==> config.mk <==
export PLATFORM = sky130hd
export DESIGN_NAME = dmi_initiator
export DESIGN_NICKNAME = d
export VERILOG_FILES = /design/src/rtl/dmi_initiator.sv
export SDC_FILE = /design/constraint.sdc
export NUM_CORES = 1
export LEC_CHECK = 0
export BUFFER_PORTS_ARGS = -buffer_cell sky130_fd_sc_hd__buf_4
export CORE_MARGIN = 10
export CORE_UTILIZATION = 47
export DETAILED_ROUTE_END_ITERATION = 10
export PLACE_DENSITY = 0.79
export SYNTH_ARGS = -nofsm -noshare
export SYNTH_HDL_FRONTEND = slang
export SYNTH_SLANG_ARGS = --single-unit
==> constraint.sdc <==
create_clock -name clk_i -period 2.31 [get_ports clk_i]
set_clock_uncertainty 0.05 [all_clocks]
set_input_delay 0.693 -clock clk_i [delete_from_list [all_inputs] [get_ports clk_i]]
set_output_delay 0.693 -clock clk_i [all_outputs]
set_load 0.01 [all_outputs]
==> src/rtl/dmi_initiator.sv <==
// dmi_initiator: host-side DMI requester with one transaction in flight.
// It turns local commands into DMI request/response handshakes, watches for
// response timeouts and DM busy replies, and keeps a sticky busy flag until
// a DMI reset (clear) sequence has run.
//
// Packed DMI layouts:
//   dmi_req_o  = {addr[6:0], op[1:0], data[31:0]}   (41 bits)
//   dmi_resp_i = {data[31:0], resp[1:0]}            (34 bits)
module dmi_initiator #(
  parameter int unsigned TimeoutCycles = 256,
  parameter int unsigned RstCycles     = 4
) (
  input  logic        clk_i,
  input  logic        rst_ni,
  input  logic        cmd_valid_i,
  output logic        cmd_ready_o,
  input  logic [1:0]  cmd_op_i,
  input  logic [6:0]  cmd_addr_i,
  input  logic [31:0] cmd_data_i,
  output logic        rsp_valid_o,
  input  logic        rsp_ready_i,
  output logic [31:0] rsp_data_o,
  output logic [1:0]  rsp_err_o,
  input  logic        dmi_clear_i,
  output logic        clear_ack_o,
  output logic        sticky_busy_o,
  output logic        dmi_rst_no,
  output logic        dmi_req_valid_o,
  input  logic        dmi_req_ready_i,
  output logic [40:0] dmi_req_o,
  input  logic        dmi_resp_valid_i,
  output logic        dmi_resp_ready_o,
  input  logic [33:0] dmi_resp_i
);

  // A zero timeout disables the watchdog; keep the counter at least 1 bit wide.
  localparam int unsigned ToW = (TimeoutCycles > 0) ? $clog2(TimeoutCycles + 1) : 1;
  localparam int unsigned RcW = $clog2(RstCycles + 1);

  localparam logic [1:0] OpRead  = 2'd1;
  localparam logic [1:0] OpWrite = 2'd2;

  localparam logic [1:0] ErrNone = 2'd0;
  localparam logic [1:0] ErrDm   = 2'd2;
  localparam logic [1:0] ErrBusy = 2'd3;

  typedef enum logic [2:0] {
    IDLE,
    REQ,
    RESP,
    DONE,
    RST
  } state_e;

  state_e          state_reg, state_next;
  logic [40:0]     req_reg, req_next;
  logic            is_read_reg, is_read_next;
  logic [31:0]     rsp_data_reg, rsp_data_next;
  logic [1:0]      rsp_err_reg, rsp_err_next;
  logic            sticky_reg, sticky_next;
  logic            clear_ack_reg, clear_ack_next;
  logic [ToW-1:0]  timeout_cnt_reg, timeout_cnt_next;
  logic [RcW-1:0]  rst_cnt_reg, rst_cnt_next;

  // Handshake flags registered from the next state so they are glitch-free.
  logic            req_valid_reg;
  logic            rsp_valid_reg;
  logic            resp_ready_reg;
  logic            dmi_rst_n_reg;

  logic [1:0]      resp_code;
  logic [31:0]     resp_data;

  assign resp_code = dmi_resp_i[1:0];
  assign resp_data = dmi_resp_i[33:2];

  // Command ready is the only combinational output; a clear request wins.
  assign cmd_ready_o = rst_ni && (state_reg == IDLE) && !dmi_clear_i;

  assign rsp_valid_o      = rsp_valid_reg;
  assign rsp_data_o       = rsp_data_reg;
  assign rsp_err_o        = rsp_err_reg;
  assign clear_ack_o      = clear_ack_reg;
  assign sticky_busy_o    = sticky_reg;
  assign dmi_rst_no       = dmi_rst_n_reg;
  assign dmi_req_valid_o  = req_valid_reg;
  assign dmi_req_o        = req_reg;
  assign dmi_resp_ready_o = resp_ready_reg;

  // Next-state, datapath and flag computation for the transaction FSM.
  always_comb begin
    state_next       = state_reg;
    req_next         = req_reg;
    is_read_next     = is_read_reg;
    rsp_data_next    = rsp_data_reg;
    rsp_err_next     = rsp_err_reg;
    sticky_next      = sticky_reg;
    clear_ack_next   = 1'b0;
    timeout_cnt_next = timeout_cnt_reg;
    rst_cnt_next     = rst_cnt_reg;

    case (state_reg)
      IDLE: begin
        if (dmi_clear_i) begin
          state_next   = RST;
          rst_cnt_next = '0;
        end else if (cmd_valid_i) begin
          if (sticky_reg) begin
            // Refuse DMI traffic until software clears the busy condition.
            rsp_data_next = '0;
            rsp_err_next  = ErrBusy;
            state_next    = DONE;
          end else if (cmd_op_i == OpRead || cmd_op_i == OpWrite) begin
            req_next     = {cmd_addr_i, cmd_op_i, cmd_data_i};
            is_read_next = (cmd_op_i == OpRead);
            state_next   = REQ;
          end else begin
            // NOP (and the reserved op 3) completes locally.
            rsp_data_next = '0;
            rsp_err_next  = ErrNone;
            state_next    = DONE;
          end
        end
      end

      REQ: begin
        if (dmi_req_ready_i) begin
          req_next         = '0;
          timeout_cnt_next = '0;
          state_next       = RESP;
        end
      end

      RESP: begin
        if (dmi_resp_valid_i) begin
          // A response always beats a timeout that would fire this cycle.
          rsp_data_next = is_read_reg ? resp_data : 32'd0;
          case (resp_code)
            2'd0:    rsp_err_next = ErrNone;
            2'd3: begin
              rsp_err_next = ErrBusy;
              sticky_next  = 1'b1;
            end
            default: rsp_err_next = ErrDm;
          endcase
          state_next = DONE;
        end else if (TimeoutCycles != 0) begin
          if (timeout_cnt_reg == ToW'(TimeoutCycles)) begin
            rsp_data_next = '0;
            rsp_err_next  = ErrBusy;
            sticky_next   = 1'b1;
            state_next    = DONE;
          end else begin
            timeout_cnt_next = timeout_cnt_reg + ToW'(1);
          end
        end
      end

      DONE: begin
        if (rsp_ready_i) begin
          rsp_data_next = '0;
          rsp_err_next  = ErrNone;
          state_next    = IDLE;
        end
      end

      RST: begin
        // Late DM responses are simply soaked up here and dropped.
        if (rst_cnt_reg == RcW'(RstCycles - 1)) begin
          sticky_next    = 1'b0;
          clear_ack_next = 1'b1;
          state_next     = IDLE;
        end else begin
          rst_cnt_next = rst_cnt_reg + RcW'(1);
        end
      end

      default: state_next = IDLE;
    endcase
  end

  // State and datapath registers; asynchronous reset abandons any transaction.
  always_ff @(posedge clk_i or negedge rst_ni) begin
    if (!rst_ni) begin
      state_reg       <= IDLE;
      req_reg         <= '0;
      is_read_reg     <= 1'b0;
      rsp_data_reg    <= '0;
      rsp_err_reg     <= '0;
      sticky_reg      <= 1'b0;
      clear_ack_reg   <= 1'b0;
      timeout_cnt_reg <= '0;
      rst_cnt_reg     <= '0;
      req_valid_reg   <= 1'b0;
      rsp_valid_reg   <= 1'b0;
      resp_ready_reg  <= 1'b0;
      dmi_rst_n_reg   <= 1'b1;
    end else begin
      state_reg       <= state_next;
      req_reg         <= req_next;
      is_read_reg     <= is_read_next;
      rsp_data_reg    <= rsp_data_next;
      rsp_err_reg     <= rsp_err_next;
      sticky_reg      <= sticky_next;
      clear_ack_reg   <= clear_ack_next;
      timeout_cnt_reg <= timeout_cnt_next;
      rst_cnt_reg     <= rst_cnt_next;
      req_valid_reg   <= (state_next == REQ);
      rsp_valid_reg   <= (state_next == DONE);
      resp_ready_reg  <= (state_next == RESP) || (state_next == RST);
      dmi_rst_n_reg   <= (state_next != RST);
    end
  end

endmodule

== Word level (Yosys, flattened, before mapping) ==
Index checks and enable logic that the tools add are counted.
Operators by class
  multiplexer cells: 48
  bitwise gates (word level): 2
  equal/unequal tests: 28
  reductions and logical operators: 18
  $add $sub $neg: 2
Operator list (count)
  two-way mux 32 bit: 8
  two-way mux 41 bit: 5
  case mux 32 bit (3 select lines): 1
  case mux 41 bit (2 select lines): 1
  two-way mux 3 bit: 9
  two-way mux 9 bit: 3
  inequality test 2 bit (second input constant): 10
  two-way mux 2 bit: 9
  case mux 9 bit (2 select lines): 1
  == test 3 x 2 -> 1 bit (second input constant): 5
  case mux 3 bit (5 select lines): 1
  AND reduction 6 bit: 2
  adder 9 x 1 -> 9 bit (second input constant): 1
  == test 9 bit (second input constant): 1
  inequality test 3 bit (second input constant): 3
  AND reduction 4 bit: 2
  nonzero test 2 bit: 4
  == test 3 x 1 -> 1 bit (second input constant): 2
  == test 3 bit (second input constant): 2
  two-way mux 1 bit: 6
  case mux 2 bit (3 select lines): 1
  case mux 3 bit (2 select lines): 1
  AND reduction 5 bit: 1
  == test 2 bit (second input constant): 2
  14 further kinds: 17
Storage, ports and cells
  flip-flop bits (word level): 97
  output and inout port bits: 82
  word-level logic and storage cells: 111
  input bits: 82

== Depth between registers and ports, before layout ==
Gate-level depths: netlist of run 1.
  depth after elaboration: 9
  depth in mapped cells: 8
  mapped depth without buffers: 7

== Worst setup path before layout of run 1 ==
OpenSTA, ideal clock, no wires.
  path kind: input to register
  start point: input cmd_op_i[1]
  end point: register rsp_err_reg[0], in the netlist rsp_err_o[0]
  setup time: 0.128 ns
  buffers on the path: 0
  stages: 5
  arrival time: 1.886 ns
  required time: 2.132 ns
  slack: 0.246 ns
  cell sequence: inv_1 ha_1 o311a_1 o211ai_4 mux2_1
On the way
  word-level cells in the longest chain between the ends: 4
  elaborated cells between the ends (all ways): 5
  classes of those cells: 3 x eq/ne; 2 x reduce/logical
Ends and longest elaborated chain
  from (decl): line 17  | input logic [1:0] cmd_op_i,
  == test 2 x 1 -> 1 bit / == test 2 bit (equally long branches): line 113  | end else if (cmd_op_i == OpRead || cmd_op_i == OpWrite) begin
  logical OR 1 bit *: line 113
  inequality test 3 bit (no source line) *
  AND reduction 6 bit (no source line) *
  to (signal assigned): line 203  | rsp_err_reg <= rsp_err_next;
  to (decl): line 59  | logic [1:0] rsp_err_reg, rsp_err_next;
Every way passes the cells marked *; elsewhere a longest branch is shown, timed or not.
A chain may end at the register's enable or synchronous reset.

== Worst setup path after layout of run 1 ==
  start point: register state_reg[2]
  end point: output cmd_ready_o
On the way
  word-level cells in the longest chain between the ends: 3
Ends and longest elaborated chain
  from (decl): line 55  | state_e state_reg, state_next;
  from (signal assigned): line 199  | state_reg <= state_next;
  zero test 3 bit: line 78  | assign cmd_ready_o = rst_ni && (state_reg == IDLE) && !dmi_clear_i;
  logical AND 1 bit (2 in series): line 78
  to (decl): line 16  | output logic cmd_ready_o,
No other way between the ends.

==> impl_metrics.json, run 1 <==
{
  "outcome": "finished, final reports clean",
  "drtAntennaViolNets": 0,
  "ys_seq_area_share_pct": 62.8,
  "drc": 0,
  "largest_reg_flops": 41,
  "comb_power_share_pct": 37.7,
  "synthCells": 298,
  "first_pass_iters": 5,
  "critical_path.top_delay_family": "simple AND/OR/NAND/NOR gates",
  "ys_warn_count": 0,
  "core_um2": 8130,
  "final.min_clock_period_ns": 2.22,
  "antenna_found_initial": 0,
  "synth_area_per_cell_um2": 13.0,
  "dp_hpwl_mm": 8.27,
  "p_int_w": 0.00386,
  "worst_slack_ns": 0.0912,
  "h-tree-depth": 3,
  "antenna_cells": 0,
  "track_usage_pct": 17.6,
  "syn2layout_area_growth_pct": 41.8,
  "syn-cell-area_um2": 3870,
  "path_max_fanout": 8,
  "synthArstFlopShare_pct": 100,
  "ys_seq_elements": 97,
  "slew_headroom_pct": 49.0,
  "leakagePower_nw": 2.92,
  "std_cell_rows": 33,
  "start_util_pct": 47.6,
  "slowest_delay_ns": 0.47,
  "rsz0062_at_grt": "false",
  "criticalPathCategory": "flop to output port",
  "worstPathArrival_ns": 1.48,
  "portBuffers": 163,
  "worstSetupStartpointType": "flop",
  "num_vias": 3157,
  "fin_crit_sh_pct": 96.1,
  "clock.fmax_mhz": 451,
  "synth-edff-count": 0,
  "clockPowerShare_pct": 19.7,
  "crit_slowest_cell": "dfrtp_1",
  "cellPowerDensity_nw_per_um2": 1070,
  "pwr-share-seq_pct": 42.6,
  "drt-total-wl_mm": 11.1,
  "cts_tree": "done",
  "grt_max_degree": 65,
  "p_switching_w": 0.00199,
  "cts_root_buffer": "clkbuf_8",
  "final_common_cell": "buf_4",
  "grt_pass1_vias": 3279,
  "hold_violations": 0,
  "cp.buffers_inverters": 1,
  "ctsHoldBuffers": 0,
  "synthesis.nets": 385,
  "synthFlopType": "dfrtp_1",
  "gp_congestion": 0.814,
  "io_pins": 164,
  "setup_violations": 0,
  "swShare_pct": 34.0,
  "yosysUniqueCellTypes": 43,
  "endpoint_kind": "output port",
  "cts_resized": 0,
  "wl_per_cell_um": 19.2,
  "max_cap_violations": 0,
  "insertion_delay_ns": 0.36,
  "drive_gt1_share_pct": 43.2,
  "hold_path.class": "flop to flop",
  "first_iter_violations": 194,
  "clockBufferDepth": 2,
  "cts_sinks": 97,
  "drv_slew": 0,
  "grt_overflow": 0,
  "clk_pin_slew_ns": 0.10,
  "layout_common_cells": "buf_4, dfrtp_1, a22o_1",
  "post-place-ws_ns": 0.0515,
  "grt_pass1_wl_mm": 17.8,
  "die_h_um": 111,
  "tns_ns": 0,
  "die_x_um": 111,
  "ir_worst_vdd_mv": 0.467,
  "final_net_count": 554,
  "cts_made_buffers": 9,
  "fillers": 624,
  "worst_ep_required_time_ns": 1.57,
  "worstMarginPinSlew_ns": 0.765,
  "floorplan.die_area_um2": 12300,
  "via_per_inst": 5.47,
  "crit_path_cell_trace": "nor4_1, and2_1, buf_4",
  "postCtsSetupBuffers": 0
}
## metrics by stage
| step | area, µm² | power (W) | std cells | hold slack (ns) | utilization [%] |
|---|---|---|---|---|---|
| floorplan | 3870 | 0.00357 | 298 | 0.347 | - |
| global placement | 5280 | 0.00467 | 561 | 0.430 | 64.9 |
| detailed placement | 5280 | 0.00475 | 561 | 0.433 | 64.9 |
| CTS | 5490 | 0.00591 | 577 | 0.458 | 67.5 |
| global route | 5490 | 0.00621 | 577 | 0.472 | 67.5 |
| finish | 5490 | 0.00585 | 577 | 0.454 | 67.5 |
## worst register-to-register path: stages (launching register included)
cell      delay (ns)
dfrtp_1         0.42
or4_1           0.54
nor4_2          0.29
or3_4           0.23
o211ai_4        0.10
buf_4           0.22
a22o_1          0.20
## worst paths after layout
kind | from | to | slack, ns | cells after the start
setup / recovery | state_reg[2] | cmd_ready_o | 0.09 | 3
max in group asynchronous | rst_ni | dmi_req_o[33] | 0.78 | 3
hold / removal | is_read_reg | is_read_reg | 0.45 | 1
setup reg to reg | timeout_cnt_reg[6] | rsp_data_o[14] | 0.14 | 6
hold reg to reg | is_read_reg | is_read_reg | 0.45 | 1
min in group asynchronous | rst_ni | rsp_err_o[1] | 0.46 | 2
## power by group through the flow
stage | sequential [W] | combinational, W | clock [W]
after floorplan | 0.00268 | 0.000887 | 0
after global placement | 0.00250 | 0.00217 | 0
after detailed placement | 0.00251 | 0.00223 | 0
after CTS | 0.00249 | 0.00224 | 0.00118
after global routing | 0.00256 | 0.00239 | 0.00125
final | 0.00249 | 0.00221 | 0.00115
## layer usage
metal	track usage [%]	routed length [µm]	share of wire, %
met1	21.4	4570	41
met3	5.14	649	5.9
met4	6.68	308	2.8
met5	0	0	0
met2	28.9	5550	50
## synth_stat cells, types with 2 or more instances
master | instances | share of area [%]
mux2i_1 | 6 | 1.6
and3_1 | 5 | 0.81
nor4_1 | 2 | 0.32
nor3b_1 | 2 | 0.39
ha_1 | 5 | 1.6
a2111oi_1 | 2 | 0.52
nor2_1 | 7 | 0.68
buf_2 | 3 | 0.39
nand2_1 | 25 | 2.4
a22o_1 | 74 | 17
a21oi_1 | 4 | 0.52
nor3_1 | 2 | 0.26
clkbuf_1 | 13 | 1.3
or2_2 | 3 | 0.49
mux2_1 | 4 | 1.2
o21ai_0 | 6 | 0.78
dfrtp_1 | 96 | 62
xnor2_1 | 2 | 0.45
nand3_1 | 4 | 0.52
inv_1 | 10 | 0.97
## area by class of cell
cell class	instances	area [µm²]	share of cell area (%)
Clock inverter	6	72.6	1.32
Clock buffer	10	138	2.51
Sequential cell	97	2430	44.3
Tap cell	105	131	2.39
Multi-Input combinational cell	174	1340	24.4
Timing Repair Buffer	175	1340	24.4
Inverter	10	37.5	0.684
## logic make-up (layout without fill, tap and decap cells)
logic type      count (synthesis)  count (layout)  synth area share, %
mux                            11              11                 3.01
simple gates                   60              60                 8.15
compound gates                 96              96                 21.2
fa+ha+maj                       5               5                 1.62
flops                          97              97                 62.8
buf+inv                        27             201                 2.81
xor+xnor                        2               2                0.453
(Power assumes the default switching activity.)
==> run 2: changes to the inputs <==
Clock period 2.31 ns to 2.3 ns, I/O delays scaled along.
==> run 2 against run 1 <==
- clock power hardly changed
- cell area hardly changed
- combinational power hardly changed
- hold slack better by 0.00080 ns
- wire length is 1.9% lower
- largest cell class unchanged
- largest power group unchanged
- cell count stayed put
==> impl_metrics.json, run 2 (synthesis results as in run 1) <==
{
  "hold_path.class": "flop to flop",
  "dp_cells": 561,
  "clock.fmax_mhz": 461,
  "path_max_fanout": 5,
  "via_per_inst": 5.47,
  "die_x_um": 111,
  "cts_made_buffers": 9,
  "leakagePower_nw": 2.92,
  "final.min_clock_period_ns": 2.17,
  "cts_tree": "done",
  "die_h_um": 111,
  "cts_resized": 0,
  "worst_ep_required_time_ns": 1.56,
  "antenna_cells": 0,
  "wl_per_cell_um": 18.8,
  "core_um2": 8130,
  "comb_power_share_pct": 37.5,
  "worstPathArrival_ns": 1.43,
  "grt_pass1_vias": 3220,
  "final_util_pct": 67.5,
  "start_util_pct": 47.6,
  "ctsHoldBuffers": 0,
  "dp_hpwl_mm": 8.23,
  "crit_slowest_cell": "dfrtp_1",
  "grt_pass1_wl_mm": 17.5,
  "insertion_delay_ns": 0.36,
  "slew_headroom_pct": 49.7,
  "clockBufferDepth": 2,
  "place_area_um2": 5280,
  "h-tree-depth": 3,
  "layout.cells.non_filler": 577,
  "worstMarginPinSlew_ns": 0.755,
  "cts_root_buffer": "clkbuf_8",
  "clk_pin_slew_ns": 0.10,
  "layout_common_cells": "buf_4, dfrtp_1, a22o_1",
  "cellPowerDensity_nw_per_um2": 1070,
  "grt_overflow": 0,
  "first_iter_violations": 199,
  "portBuffers": 163,
  "max_cap_violations": 0,
  "cts_sinks": 97,
  "antenna_found_initial": 0,
  "hold_violations": 0,
  "endpoint_kind": "output port",
  "first_pass_iters": 4,
  "whs_ns": 0.455,
  "floorplan.die_area_um2": 12300,
  "final_net_count": 554,
  "slowest_delay_ns": 0.44,
  "critical_path.top_delay_family": "simple AND/OR/NAND/NOR gates",
  "io_pins": 164,
  "pwr-share-seq_pct": 42.8,
  "postCtsSetupBuffers": 0,
  "criticalPathCategory": "flop to output port",
  "largest_reg_flops": 41,
  "drc": 0,
  "drt-total-wl_mm": 10.9,
  "rsz0062_at_grt": "false",
  "ir_worst_vdd_mv": 0.494,
  "drtAntennaViolNets": 0,
  "cp.buffers_inverters": 1,
  "track_usage_pct": 17.4,
  "num_vias": 3158,
  "reg2reg_slack_ns": 0.14,
  "p_int_w": 0.00386,
  "final_common_cell": "buf_4",
  "clockPowerShare_pct": 19.7,
  "syn2layout_area_growth_pct": 41.8,
  "drv_slew": 0,
  "worstSetupStartpointType": "flop",
  "fillers": 627,
  "drive_gt1_share_pct": 43.2,
  "crit_path_cell_trace": "nor4_1, and2_1, buf_4",
  "gp_congestion": 0.811,
  "p_switching_w": 0.00200,
  "outcome": "finished, final reports clean",
  "grt_max_degree": 65,
  "setup_violations": 0,
  "std_cell_rows": 33,
  "swShare_pct": 34.2,
  "fin_crit_sh_pct": 94.2,
  "fin_area_um2": 5490,
  "tns_ns": 0
}
run 2: cell types whose count changed in the layout (fill, tap and decap cells not counted), sizes merged:
cell and delta:
clkinv -1, clkinvlp +1, clkbuf -1, inv +1
run 2: area by class of cell:
class                           count  area, µm²  share of cell area, %
Clock inverter                      7       87.6                   1.60
Timing Repair Buffer              175       1340                   24.4
Inverter                           10       37.5                  0.684
Clock buffer                        9        124                   2.26
Multi-Input combinational cell    174       1340                   24.4
Sequential cell                    97       2430                   44.2
Tap cell                          105        131                   2.39
run 2: path summary, 6_finish.rpt:
kind / endpoint / cells after the start / startpoint
worst min-delay path: rsp_err_o[1] / 1 / rsp_err_o[1]
min in group asynchronous: rsp_data_o[23] / 2 / rst_ni
max in group asynchronous: dmi_req_o[20] / 3 / rst_ni
worst max register to register: rsp_data_o[14] / 6 / timeout_cnt_reg[6]
worst max-delay path: cmd_ready_o / 3 / state_reg[1]
worst min register to register: rsp_err_o[1] / 1 / rsp_err_o[1]
run 2: power by group through the flow:
| stage | clock network (W) | logic (W) | registers [W] |
|---|---|---|---|
| CTS | 0.00118 | 0.00223 | 0.00250 |
| global route | 0.00125 | 0.00239 | 0.00257 |
| floorplan | 0 | 0.000891 | 0.00269 |
| global placement | 0 | 0.00218 | 0.00251 |
| finish | 0.00115 | 0.00220 | 0.00251 |
| detailed placement | 0 | 0.00223 | 0.00253 |
run 2: metal layers:
| metal | share of wire [%] | global-route usage, % | vias up |
|---|---|---|---|
| met5 | 0 | 0 | - |
| met4 | 2.0 | 5.90 | 0 |
| met3 | 6.6 | 5.19 | 16 |
| met1 | 41 | 20.9 | 1573 |
| li1 | - | - | 1450 |
| met2 | 50 | 28.9 | 119 |
run 2: metrics by stage:
| stage | setup slack (ns) | total power, W |
|---|---|---|
| after floorplan | 0.239 | 0.00358 |
| after global placement | 0.0818 | 0.00469 |
| after detailed placement | 0.0406 | 0.00475 |
| after CTS | 0.129 | 0.00592 |
| after global routing | 0.0339 | 0.00620 |
| final | 0.133 | 0.00586 |
==> run 3: changes to the inputs <==
Settings changed: CAP_MARGIN set to 10, CORE_ASPECT_RATIO set to 0.5, PLACE_DENSITY 0.79 to 0.81.
==> run 3 against run 2 <==
- die area is 1.8% higher
- critical path depth increased by 1
- cell count grew 2.3%
- largest power group unchanged
- utilization is 3.1 points higher
- combinational power rose by 2%
- wire length up 2.4%
- first-iteration DRC count down 2.5%
- via count is 0.51% higher
- the flow now finishes with violations (negative setup slack)
- worst setup slack worse by 0.18 ns
- sequential cell count is the same
- register-to-register slack worse by 0.02 ns
- sequential share of layout area decreased by 1.2 points
==> impl_metrics.json, run 3 (synthesis results as in run 1) <==
{
  "portBuffers": 163,
  "grt_max_degree": 98,
  "std_cell_rows": 23,
  "core_um2": 8000,
  "drv_slew": 0,
  "outcome": "finished with violations",
  "antenna_cells": 0,
  "num_vias": 3174,
  "crit_top_cell": "buf_4",
  "cp.buffers_inverters": 2,
  "wl_per_cell_um": 18.9,
  "grt_pass1_wl_mm": 17.5,
  "cts_root_buffer": "clkbuf_16",
  "largest_reg_flops": 41,
  "final_common_cell": "buf_4",
  "critical_path.top_delay_family": "simple AND/OR/NAND/NOR gates",
  "criticalPathCategory": "flop to output port",
  "fin_area_um2": 5650,
  "crit_slowest_cell": "dfrtp_1",
  "slowest_delay_ns": 0.46,
  "path_max_fanout": 7,
  "gp_congestion": 0.824,
  "ir_worst_vdd_mv": 0.588,
  "start_util_pct": 48.4,
  "cts_tree": "done",
  "worst_slack_ns": -0.0500,
  "violations": "negative setup slack",
  "first_iter_violations": 194,
  "final.min_clock_period_ns": 2.35,
  "worstPathArrival_ns": 1.61,
  "clockBufferDepth": 2,
  "crit_path_cell_trace": "nor4_1, buf_4, and2_1, buf_4",
  "insertion_delay_ns": 0.34,
  "clockPowerShare_pct": 24.5,
  "drc": 0,
  "cts_sinks": 97,
  "first_pass_iters": 4,
  "worstSetupStartpointType": "flop",
  "pwr-share-seq_pct": 40.1,
  "grt_overflow": 0,
  "highest_layer": "met4",
  "wl_met3_um": 721,
  "m1WireLength_mm": 4.56,
  "swShare_pct": 32.4,
  "place_area_um2": 5310,
  "grt_pass1_vias": 3336,
  "hold_path.class": "input port to asynchronous set/reset pin",
  "p_switching_w": 0.00205,
  "whs_ns": 0.357,
  "clk_pin_slew_ns": 0.06,
  "h-tree-depth": 3,
  "final_net_count": 560,
  "die_h_um": 84.2,
  "drt-total-wl_mm": 11.1,
  "cts_made_buffers": 9,
  "clock.fmax_mhz": 426,
  "dp_hpwl_mm": 8.04,
  "multi_input_area_um2": 1340,
  "syn2layout_area_growth_pct": 46.0,
  "fin_crit_sh_pct": 102,
  "worstMarginPinSlew_ns": 0.523,
  "layout_common_cells": "buf_4, dfrtp_1, a22o_1",
  "hold_violations": 0,
  "worst_ep_required_time_ns": 1.56,
  "fillers": 607,
  "via_per_inst": 5.38,
  "slew_headroom_pct": 65.1,
  "tns_ns": -0.0500,
  "seq_area_um2": 2430,
  "setup_violations": 1,
  "io_pins": 164,
  "drive_gt1_share_pct": 44.1,
  "floorplan.die_area_um2": 12500,
  "ctsHoldBuffers": 0,
  "p_int_w": 0.00429,
  "track_usage_pct": 17.3,
  "wl_met2_mm": 5.66,
  "die_x_um": 148,
  "max_cap_violations": 0,
  "comb_power_share_pct": 35.5,
  "endpoint_kind": "output port",
  "leakagePower_nw": 2.99,
  "antenna_found_initial": 0,
  "p_total_w": 0.00634,
  "cellPowerDensity_nw_per_um2": 1120,
  "drtAntennaViolNets": 0
}
## run 3: cell count changes in the layout (fill, tap and decap cells not counted), sizes merged
| cell | before | now |
|---|---|---|
| clkinv | 2 | 3 |
| buf | 175 | 181 |
| clkbuf | 9 | 11 |
| inv | 13 | 10 |
## run 3: worst register-to-register path, delay by kind of cell (launching register included)
kind / cells / cell delay [ns]
buf+inv: 1 / 0.22
simple gates: 3 / 1.08
compound gates: 2 / 0.30
flops: 1 / 0.42
## run 3: routing by layer
metal  vias to the layer above  GRT usage [%]
met5                         -              0
met4                         0           5.81
met3                        15           5.46
met2                       121           29.4
met1                      1570           20.5
li1                       1468              -
## run 3: path summary, 6_finish.rpt
path                       slack [ns]  cells after the start              to          startpoint
max                             -0.05                      4     cmd_ready_o        state_reg[0]
min                              0.36                      2    dmi_req_o[6]              rst_ni
max reg2reg                      0.12                      6  rsp_data_o[16]  timeout_cnt_reg[6]
min reg2reg                      0.45                      1   rsp_data_o[1]       rsp_data_o[1]
max in group asynchronous        1.42                      2   dmi_req_o[23]              rst_ni
min in group clk_i               0.45                      1   rsp_data_o[1]       rsp_data_o[1]
## run 3: power groups by stage
stage / Sequential (W) / Combinational, W / Clock (W)
after floorplan: 0.00269 / 0.000891 / 0
after global placement: 0.00255 / 0.00216 / 0
after detailed placement: 0.00255 / 0.00223 / 0
after CTS: 0.00255 / 0.00223 / 0.00158
after global routing: 0.00260 / 0.00245 / 0.00165
final: 0.00254 / 0.00225 / 0.00155
## run 3: final cells by class
cell class / count / area share, %
Multi-Input combinational cell: 174 / 23.7
Sequential cell: 97 / 43.0
Clock buffer: 11 / 4.47
Timing Repair Buffer: 181 / 24.5
Tap cell: 112 / 2.48
Clock inverter: 5 / 1.13
Inverter: 10 / 0.664
## run 3: metrics by stage
stage               cells  worst slack (ns)  utilization [%]
CTS                   587            0.0182             70.3
detailed placement    571            0.0409             66.4
global route          590            -0.105             70.6
global placement      571            0.0444             66.4
floorplan             298             0.239                -
finish                590           -0.0500             70.6
## run 3: timing repair
action / CTS / global route
resized for setup: 1 / 0
endpoints found under the setup margin: 1 / 1
buffers inserted: 0 / 3
